### src/rtl/mem_arb_pkg.sv
// mem_arb_pkg: shared FSM encoding, access-size codes and sizing helper for mem_arbiter.
package mem_arb_pkg;

    typedef enum logic [1:0] {ST_IDLE, ST_BUSY, ST_ABORT} state_t;

    localparam logic [2:0] SZ_B = 3'b000;
    localparam logic [2:0] SZ_H = 3'b001;
    localparam logic [2:0] SZ_W = 3'b010;

    function automatic int idx_w(input int n);
        return (n > 1) ? $clog2(n) : 1;
    endfunction

endpackage

### src/rtl/mem_arb_rr_picker.sv
// rr_picker: first eligible channel at or after base (wrapping), as one-hot and index.
// Tie base to zero for plain lowest-index priority.
module rr_picker
    import mem_arb_pkg::*;
#(
    parameter int NUM_CH = 2,
    localparam int IW = idx_w(NUM_CH)
) (
    input  logic [NUM_CH-1:0] elig,
    input  logic [IW-1:0]     base,
    output logic [NUM_CH-1:0] grant,
    output logic [IW-1:0]     idx,
    output logic              any
);

    logic [NUM_CH-1:0] rot;
    logic [IW:0]       s;

    // rot[k] is channel (base + k) mod NUM_CH
    assign rot = NUM_CH'({elig, elig} >> base);

    always_comb begin
        grant = '0;
        idx = '0;
        any = 1'b0;
        s = '0;
        for (int k = NUM_CH - 1; k >= 0; k--) begin
            if (rot[k]) begin
                s = {1'b0, base} + (IW + 1)'(k);
                idx = (s >= (IW + 1)'(NUM_CH)) ? IW'(s - (IW + 1)'(NUM_CH)) : s[IW-1:0];
                any = 1'b1;
            end
        end
        grant[idx] = any;
    end

endmodule

### src/rtl/mem_arbiter.sv
// mem_arbiter: N-channel fixed/round-robin arbiter in front of the byte-serial memory controller.
// Define MEM_ARB_PERF_EN to add per-channel completion counters and an abort counter.
module mem_arbiter
    import mem_arb_pkg::*;
#(
    parameter int                NUM_CH     = 2,
    parameter int                AW         = 32,
    parameter int                DW         = 32,
    parameter bit                RR_EN      = 1'b1,
    parameter logic [NUM_CH-1:0] FLUSH_MASK = {NUM_CH{1'b1}}
) (
    input  logic                 clk_in,
    input  logic                 rst_n_in,
    input  logic                 rdy_in,
    input  logic                 flush_in,
    input  logic [NUM_CH-1:0]    req_valid,
    input  logic [NUM_CH-1:0]    req_wr,
    input  logic [3*NUM_CH-1:0]  req_size,
    input  logic [AW*NUM_CH-1:0] req_addr,
    input  logic [DW*NUM_CH-1:0] req_wdata,
    output logic [NUM_CH-1:0]    req_ready,
    output logic [DW-1:0]        req_rdata,
    output logic                 mc_valid,
    output logic                 mc_wr,
    output logic [2:0]           mc_len,
    output logic [AW-1:0]        mc_addr,
    output logic [DW-1:0]        mc_data,
    output logic                 mc_abort,
    input  logic                 mc_ready,
    input  logic [DW-1:0]        mc_res,
    output logic                 busy_out
`ifdef MEM_ARB_PERF_EN
   ,output logic [32*NUM_CH-1:0] perf_grants,
    output logic [31:0]          perf_aborts
`endif
);

    localparam int IW = idx_w(NUM_CH);

    state_t            state;
    logic [IW-1:0]     grant;
    logic [IW-1:0]     rr_ptr;
    logic [IW-1:0]     base;
    logic [IW-1:0]     pick_idx;
    logic [NUM_CH-1:0] grant_oh;
    logic [NUM_CH-1:0] pick_oh;
    logic [NUM_CH-1:0] elig;
    logic              pick_any;
    logic              abort_cond;
    logic              done;

    assign elig = req_valid & ~({NUM_CH{flush_in}} & FLUSH_MASK);
    assign base = RR_EN ? rr_ptr : '0;

    rr_picker #(.NUM_CH(NUM_CH)) u_pick (
        .elig (elig),
        .base (base),
        .grant(pick_oh),
        .idx  (pick_idx),
        .any  (pick_any)
    );

    // a flush of a flushable grant wins over a same-cycle completion
    assign abort_cond = flush_in & FLUSH_MASK[grant];
    assign done       = rdy_in & (state == ST_BUSY) & mc_ready & ~abort_cond;
    assign req_ready  = done ? grant_oh : '0;
    assign req_rdata  = done ? mc_res : '0;
    assign busy_out   = state != ST_IDLE;

    always_ff @(posedge clk_in or negedge rst_n_in) begin
        if (!rst_n_in) begin
            state    <= ST_IDLE;
            grant    <= '0;
            grant_oh <= '0;
            rr_ptr   <= '0;
            mc_valid <= 1'b0;
            mc_wr    <= 1'b0;
            mc_len   <= '0;
            mc_addr  <= '0;
            mc_data  <= '0;
            mc_abort <= 1'b0;
        end else if (rdy_in) begin
            case (state)
                ST_IDLE: begin
                    if (pick_any) begin
                        state    <= ST_BUSY;
                        grant    <= pick_idx;
                        grant_oh <= pick_oh;
                        mc_valid <= 1'b1;
                        mc_wr    <= req_wr[pick_idx];
                        mc_len   <= req_size[pick_idx*3 +: 3];
                        mc_addr  <= req_addr[pick_idx*AW +: AW];
                        mc_data  <= req_wdata[pick_idx*DW +: DW];
                    end
                end
                ST_BUSY: begin
                    if (abort_cond) begin
                        state    <= ST_ABORT;
                        mc_valid <= 1'b0;
                        mc_abort <= 1'b1;
                    end else if (mc_ready) begin
                        state    <= ST_IDLE;
                        mc_valid <= 1'b0;
                        rr_ptr   <= (grant == IW'(NUM_CH - 1)) ? '0 : grant + 1'b1;
                    end
                end
                default: begin
                    state    <= ST_IDLE;
                    mc_abort <= 1'b0;
                end
            endcase
        end
    end

`ifdef MEM_ARB_PERF_EN
    always_ff @(posedge clk_in or negedge rst_n_in) begin
        if (!rst_n_in) begin
            perf_grants <= '0;
            perf_aborts <= '0;
        end else if (rdy_in) begin
            if (state == ST_BUSY && abort_cond)
                perf_aborts <= perf_aborts + 32'd1;
            for (int i = 0; i < NUM_CH; i++)
                if (done && grant_oh[i])
                    perf_grants[32*i +: 32] <= perf_grants[32*i +: 32] + 32'd1;
        end
    end
`endif

endmodule

### config.mk
export PLATFORM = sky130hd
export DESIGN_NAME = mem_arbiter
export DESIGN_NICKNAME = d
export VERILOG_FILES = /design/src/rtl/mem_arb_pkg.sv /design/src/rtl/mem_arb_rr_picker.sv /design/src/rtl/mem_arbiter.sv
export SDC_FILE = /design/constraint.sdc
export NUM_CORES = 1
export LEC_CHECK = 0
export BUFFER_PORTS_ARGS = -buffer_cell sky130_fd_sc_hd__buf_2
export CELL_PAD_IN_SITES_DETAIL_PLACEMENT = 2
export CELL_PAD_IN_SITES_GLOBAL_PLACEMENT = 2
export CORE_ASPECT_RATIO = 1.1
export CORE_UTILIZATION = 24
export DETAILED_ROUTE_END_ITERATION = 10
export PLACE_DENSITY = 0.87
export SYNTH_ARGS = -nofsm -noshare
export SYNTH_HDL_FRONTEND = slang
export SYNTH_SLANG_ARGS = --single-unit
### constraint.sdc
create_clock -name clk_in -period 3 [get_ports clk_in]
set_input_delay 0.6 -clock clk_in [delete_from_list [all_inputs] [get_ports clk_in]]
set_output_delay 0.6 -clock clk_in [all_outputs]
set_load 0.02 [all_outputs]
After elaboration in Yosys (flattened, before gate mapping):

Cells that the tools add are included.

* flip-flop bits (word level): 76
* input port bits: 175
* word-level logic and storage cells: 70

* $add $sub $neg: 4
* multiply operators: 1
* order comparisons: 5
* equality and inequality tests: 4
* shifts and indexed selects: 4
* muxes and demuxes: 24
* bitwise gates (word level): 9
* reductions and logical operators: 9

Operator list (count)
* 64-bit by 7-bit variable part select with 32-bit output: 2
* 32-bit two-way mux: 1
* 1-bit two-way mux: 15
* 3-bit AND reduction: 3
* 2-bit two-way mux: 4
* 4-bit AND reduction: 2
* 6-bit by 4-bit variable part select with 3-bit output: 1
* 1-bit AND: 4
* 2-bit AND: 2
* 1-bit by 2-bit less-than comparator with 1-bit output, second input constant: 2
* 2-bit != test, second input constant: 2
* 1-bit case mux with 2 select lines: 2
* 2-bit case mux with 2 select lines: 1
* 2-bit nonzero test: 2
* 4-bit by 1-bit >> shifter with 2-bit output: 1
* 1-bit by 2-bit multiplier with 3-bit output, second input constant: 1
* 3-bit != test, second input constant: 1
* 1-bit by 1-bit adder with 2-bit output, second input constant: 1
* 2-bit by 1-bit equality test with 1-bit output, second input constant: 1
* 1-bit by 2-bit >= comparator with 1-bit output, second input constant: 1
* 2-bit >= comparator, second input constant: 1
* 2-bit zero test: 1
* 1-bit inverter: 2
* 2-bit inverter: 1
* other kinds (5): 6

Longest topological paths before layout:

* word-level depth: 10
* mapped depth: 7

Modules after synthesis:

A second synthesis with hierarchy kept.

* cell total of the unflattened synthesis: 371
* area, all modules: 3980.1 um2

Modules (own cells, without submodules)
* mem_arbiter: times used 1, cells each 366, area an instance 3947.5 um2, seq. area each 1901.8 um2
* rr_picker: times used 1, cells each 5, area an instance 32.5 um2, seq. area each 0.0 um2

Worst setup path before layout:

Ideal clock, no wire load.

* path type: in2out
* start: input flush_in
* end: output req_rdata[10]
* data arrival time: 1626 ps
* slack: 774 ps
* stages on the path: 4
* cells stage by stage: buf_4 nor4b_4 clkbuf_1 and2_1

* longest elaborated chain between the ends: 4

RTL lines
* start: declaration: RTL line mem_arbiter.sv:15 `input logic flush_in,`
* 1-bit AND: RTL line mem_arbiter.sv:64 `assign abort_cond = flush_in & FLUSH_MASK[grant];`
* 1-bit inverter (no source line)
* 1-bit AND: RTL line mem_arbiter.sv:65 `assign done = rdy_in & (state == ST_BUSY) & mc_ready & ~abort_cond;`
* 32-bit two-way mux: RTL line mem_arbiter.sv:67 `assign req_rdata = done ? mc_res : '0;`
* end: declaration: RTL line mem_arbiter.sv:22 `output logic [DW-1:0] req_rdata,`

Every way passes these cells.

Worst setup path in the final report:

* start: register state[0]
* end: output req_rdata[27]

* longest elaborated chain between the ends: 5

RTL lines
* start: declaration: RTL line mem_arbiter.sv:40 `state_t state;`
* start signal: assignment: RTL line mem_arbiter.sv:72 `state <= ST_IDLE;`
* start signal: assignment: RTL line mem_arbiter.sv:86 `state <= ST_BUSY;`
* start signal: assignment: RTL line mem_arbiter.sv:98 `state <= ST_ABORT;`
* 2-bit by 1-bit equality test with 1-bit output: RTL line mem_arbiter.sv:65
* 1-bit AND (3 in series): RTL line mem_arbiter.sv:65
* 32-bit two-way mux: RTL line mem_arbiter.sv:67

Every way passes these cells.

==> run metrics <==
DRT antenna net count 0; first-pass GRT wire length 31260 um; Die X 130.2 um; CTS tree done; final net count 888; Net Sw Frac 0.4140; CTS buffer count 9; Synth Area in Compound Gates 0.4049; xor and xnor area share after synthesis 0; final WL 20960 um; DP HPWL 14180 um; clock insertion delay at the later pin of the skew report 0.34 ns; Post-route DRC 0; post-synthesis simple-gate area fraction 0.07186; cts hold-fix bufs 0; status finished clean; crit path launch type flop; Synth Warn # 0; global route total overflow 0; post-synthesis mux area share 0.007504; H-tree levels 3; unrepaired setup endpoints after global routing false; root buffer cell clkbuf_16; Int Pwr 0.002673 W; Max VDD drop 0.2477 mV; mapped cell area 4335 sq um; Hold Path Class input pin to async pin; DP Area 5889 sq um; Seq/Total Area, Yosys 0.4387; Final GP Congestion 0.7638; most common cell after layout, fill and taps aside buf_2; CP Class flop to output pin; die area 18610 sq um; Syn-to-layout area delta 43.67%; most frequent cells in the layout 278 x buf_2, 75 x dfrtp_1, 71 x a21oi_1; Synth area leader dfrtp_1; clock share of power 0.267; reg2reg path depth 4; Pre-antenna DRT Iters 6; die height 143.0 um; synthesized area per cell 9.051 sq um; TNS Setup 0 ns; drt via density 5.473; detailed-route via count 5265; CP endpoint kind output pin; initial antenna violation count 7; core area 17680 sq um; Buffers on Ports 279; share of layout cells above drive strength 1 0.4471; Clk pin slew, worst setup/hold paths 0.07 ns; critical path required time 2.40 ns; Slew HR 0.4334; 1st-iter DRT viols 245; Seq pwr share 0.348; largest net degree at the start of global routing 70; DP Cell Count 940; Post-Synth Adder-Cell Area 0; worst slew pin tran 0.8499 ns; Gate power share 0.385; All-Layer GR Usage 0.2214; synth top area cells dfrtp_1 44%, o2111ai_1 14%, a31oi_1 10%; Ports 280; r2r setup slk 0.97 ns; Fin Clk Skew 0.01461 ns; Crit path arrival time 1.96 ns; CTS max path bufs 2; final hold vios 0; Pleak 2.760 nW; Yosys reg bits 76; start of the worst register-to-register path state[1]$_DFFE_PN0P_; Fmax 390.8 MHz; vias in the first global route 5510; final count of pins violating max slew 0; synth unique cells 25; RR Endpoint mc_addr[28]$_DFFE_PN0P_; largest family of logic cells by synthesized area compound AO/OA/AOI/OAI gates; routed length per instance 21.79 um; Tcrit/Tclk final 0.8530; Initial Util 0.2453; min cycle time layout 2.559 ns; final instance area 6228 sq um; # Max-Cap Violations 0; Critical Path Fanout Max 35; worst setup margin 0.4410 ns; fin cells 962; Post-CTS Setup Inserts 0; Rows 51; synthesized netlist cell count 479; pwr dens 732.5 nW/um^2; post_cts resized 0; Util after Layout 0.3524; top-area cell type share of the netlist area 0.4387; syn_nets 654; endpoints failing setup 0; clock tree sinks 76; pre-CTS setup slack 0.4967 ns; P_sw 0.001889 W
==> power by group through the flow <==
stage	Combinational, W	Sequential, W	Clock [W]
2_1_floorplan	0.000665	0.00193	0
3_3_place_gp	0.00171	0.00159	0
3_5_place_dp	0.00178	0.00161	0
4_1_cts	0.00178	0.00159	0.00125
5_1_grt	0.00190	0.00163	0.00128
6_report	0.00176	0.00159	0.00122
==> synth_stat cells (all sizes together) <==
| cell | number |
|---|---|
| o2111ai | 68 |
| nand2 | 1 |
| or2 | 2 |
| mux2i | 1 |
| buf | 21 |
| o21ai | 68 |
| mux2 | 2 |
| inv | 2 |
| clkinv | 1 |
| clkbuf | 51 |
| a21oi | 71 |
| a21o | 1 |
| o31ai | 2 |
| dfrtp | 76 |
| nor2 | 2 |
| and2 | 35 |
| o32a | 1 |
| nor4b | 2 |
| nand2b | 2 |
| nor2b | 1 |
| a31oi | 69 |
==> stage by stage <==
| step | total power (W) | hold slack (ns) |
|---|---|---|
| after CTS | 0.004619 | 0.2319 |
| after floorplan | 0.002595 | 0.3044 |
| final | 0.004562 | 0.2144 |
| after global routing | 0.004816 | 0.2448 |
| after global placement | 0.003302 | 0.4276 |
| after detailed placement | 0.003385 | 0.4372 |
==> worst max-delay path by stage <==
stage	slack (ns)	cells past startpoint	from	to
global placement	0.53	6	rdy_in	req_rdata[27]
global route	0.28	5	state[0]$_DFFE_PN0P_	req_rdata[27]
detailed placement	0.50	6	rdy_in	req_rdata[27]
floorplan	0.77	4	flush_in	req_rdata[10]
finish	0.44	5	state[0]$_DFFE_PN0P_	req_rdata[27]
CTS	0.38	5	state[0]$_DFFE_PN0P_	req_rdata[27]
==> logic make-up after synthesis <==
kind of cell	Yosys count
muxes	3
buffers and inverters	75
AOI/OAI and AO/OA	280
and+or+nand+nor	45
DFF	76
==> area by class of cell <==
| cell class | instances | area, sq um |
|---|---|---|
| diodes | 6 | 15.01 |
| multi-input cells | 328 | 2108 |
| flip-flops and latches | 76 | 1903 |
| clock inverters | 7 | 98.84 |
| repair buffers | 295 | 1569 |
| inverters | 3 | 11.26 |
| fillers | 2060 | 11450 |
| well taps | 238 | 297.8 |
| clock buffers | 9 | 225.2 |
==> flip-flops by register name, indices dropped and copies added, names as in the netlist <==
name	count
base	1
grant	1
grant_oh	2
mc_abort	1
mc_addr	32
mc_data	32
mc_len	3
mc_valid	1
mc_wr	1
state	2
==> metal layers <==
layer / routed length [um] / global-route usage
met5: 0 / 0
met4: 669 / 0.08996
met3: 1712 / 0.06032
met2: 10550 / 0.3858
met1: 8032 / 0.2533
==> worst max-delay path: stages (launching register included) <==
cell,delay (ns)
dfrtp_1,0.47
nand2_1,0.17
nor4b_4,0.26
buf_4,0.31
and2_1,0.22
buf_2,0.18
No activity file was read; power rests on OpenSTA's default activity.
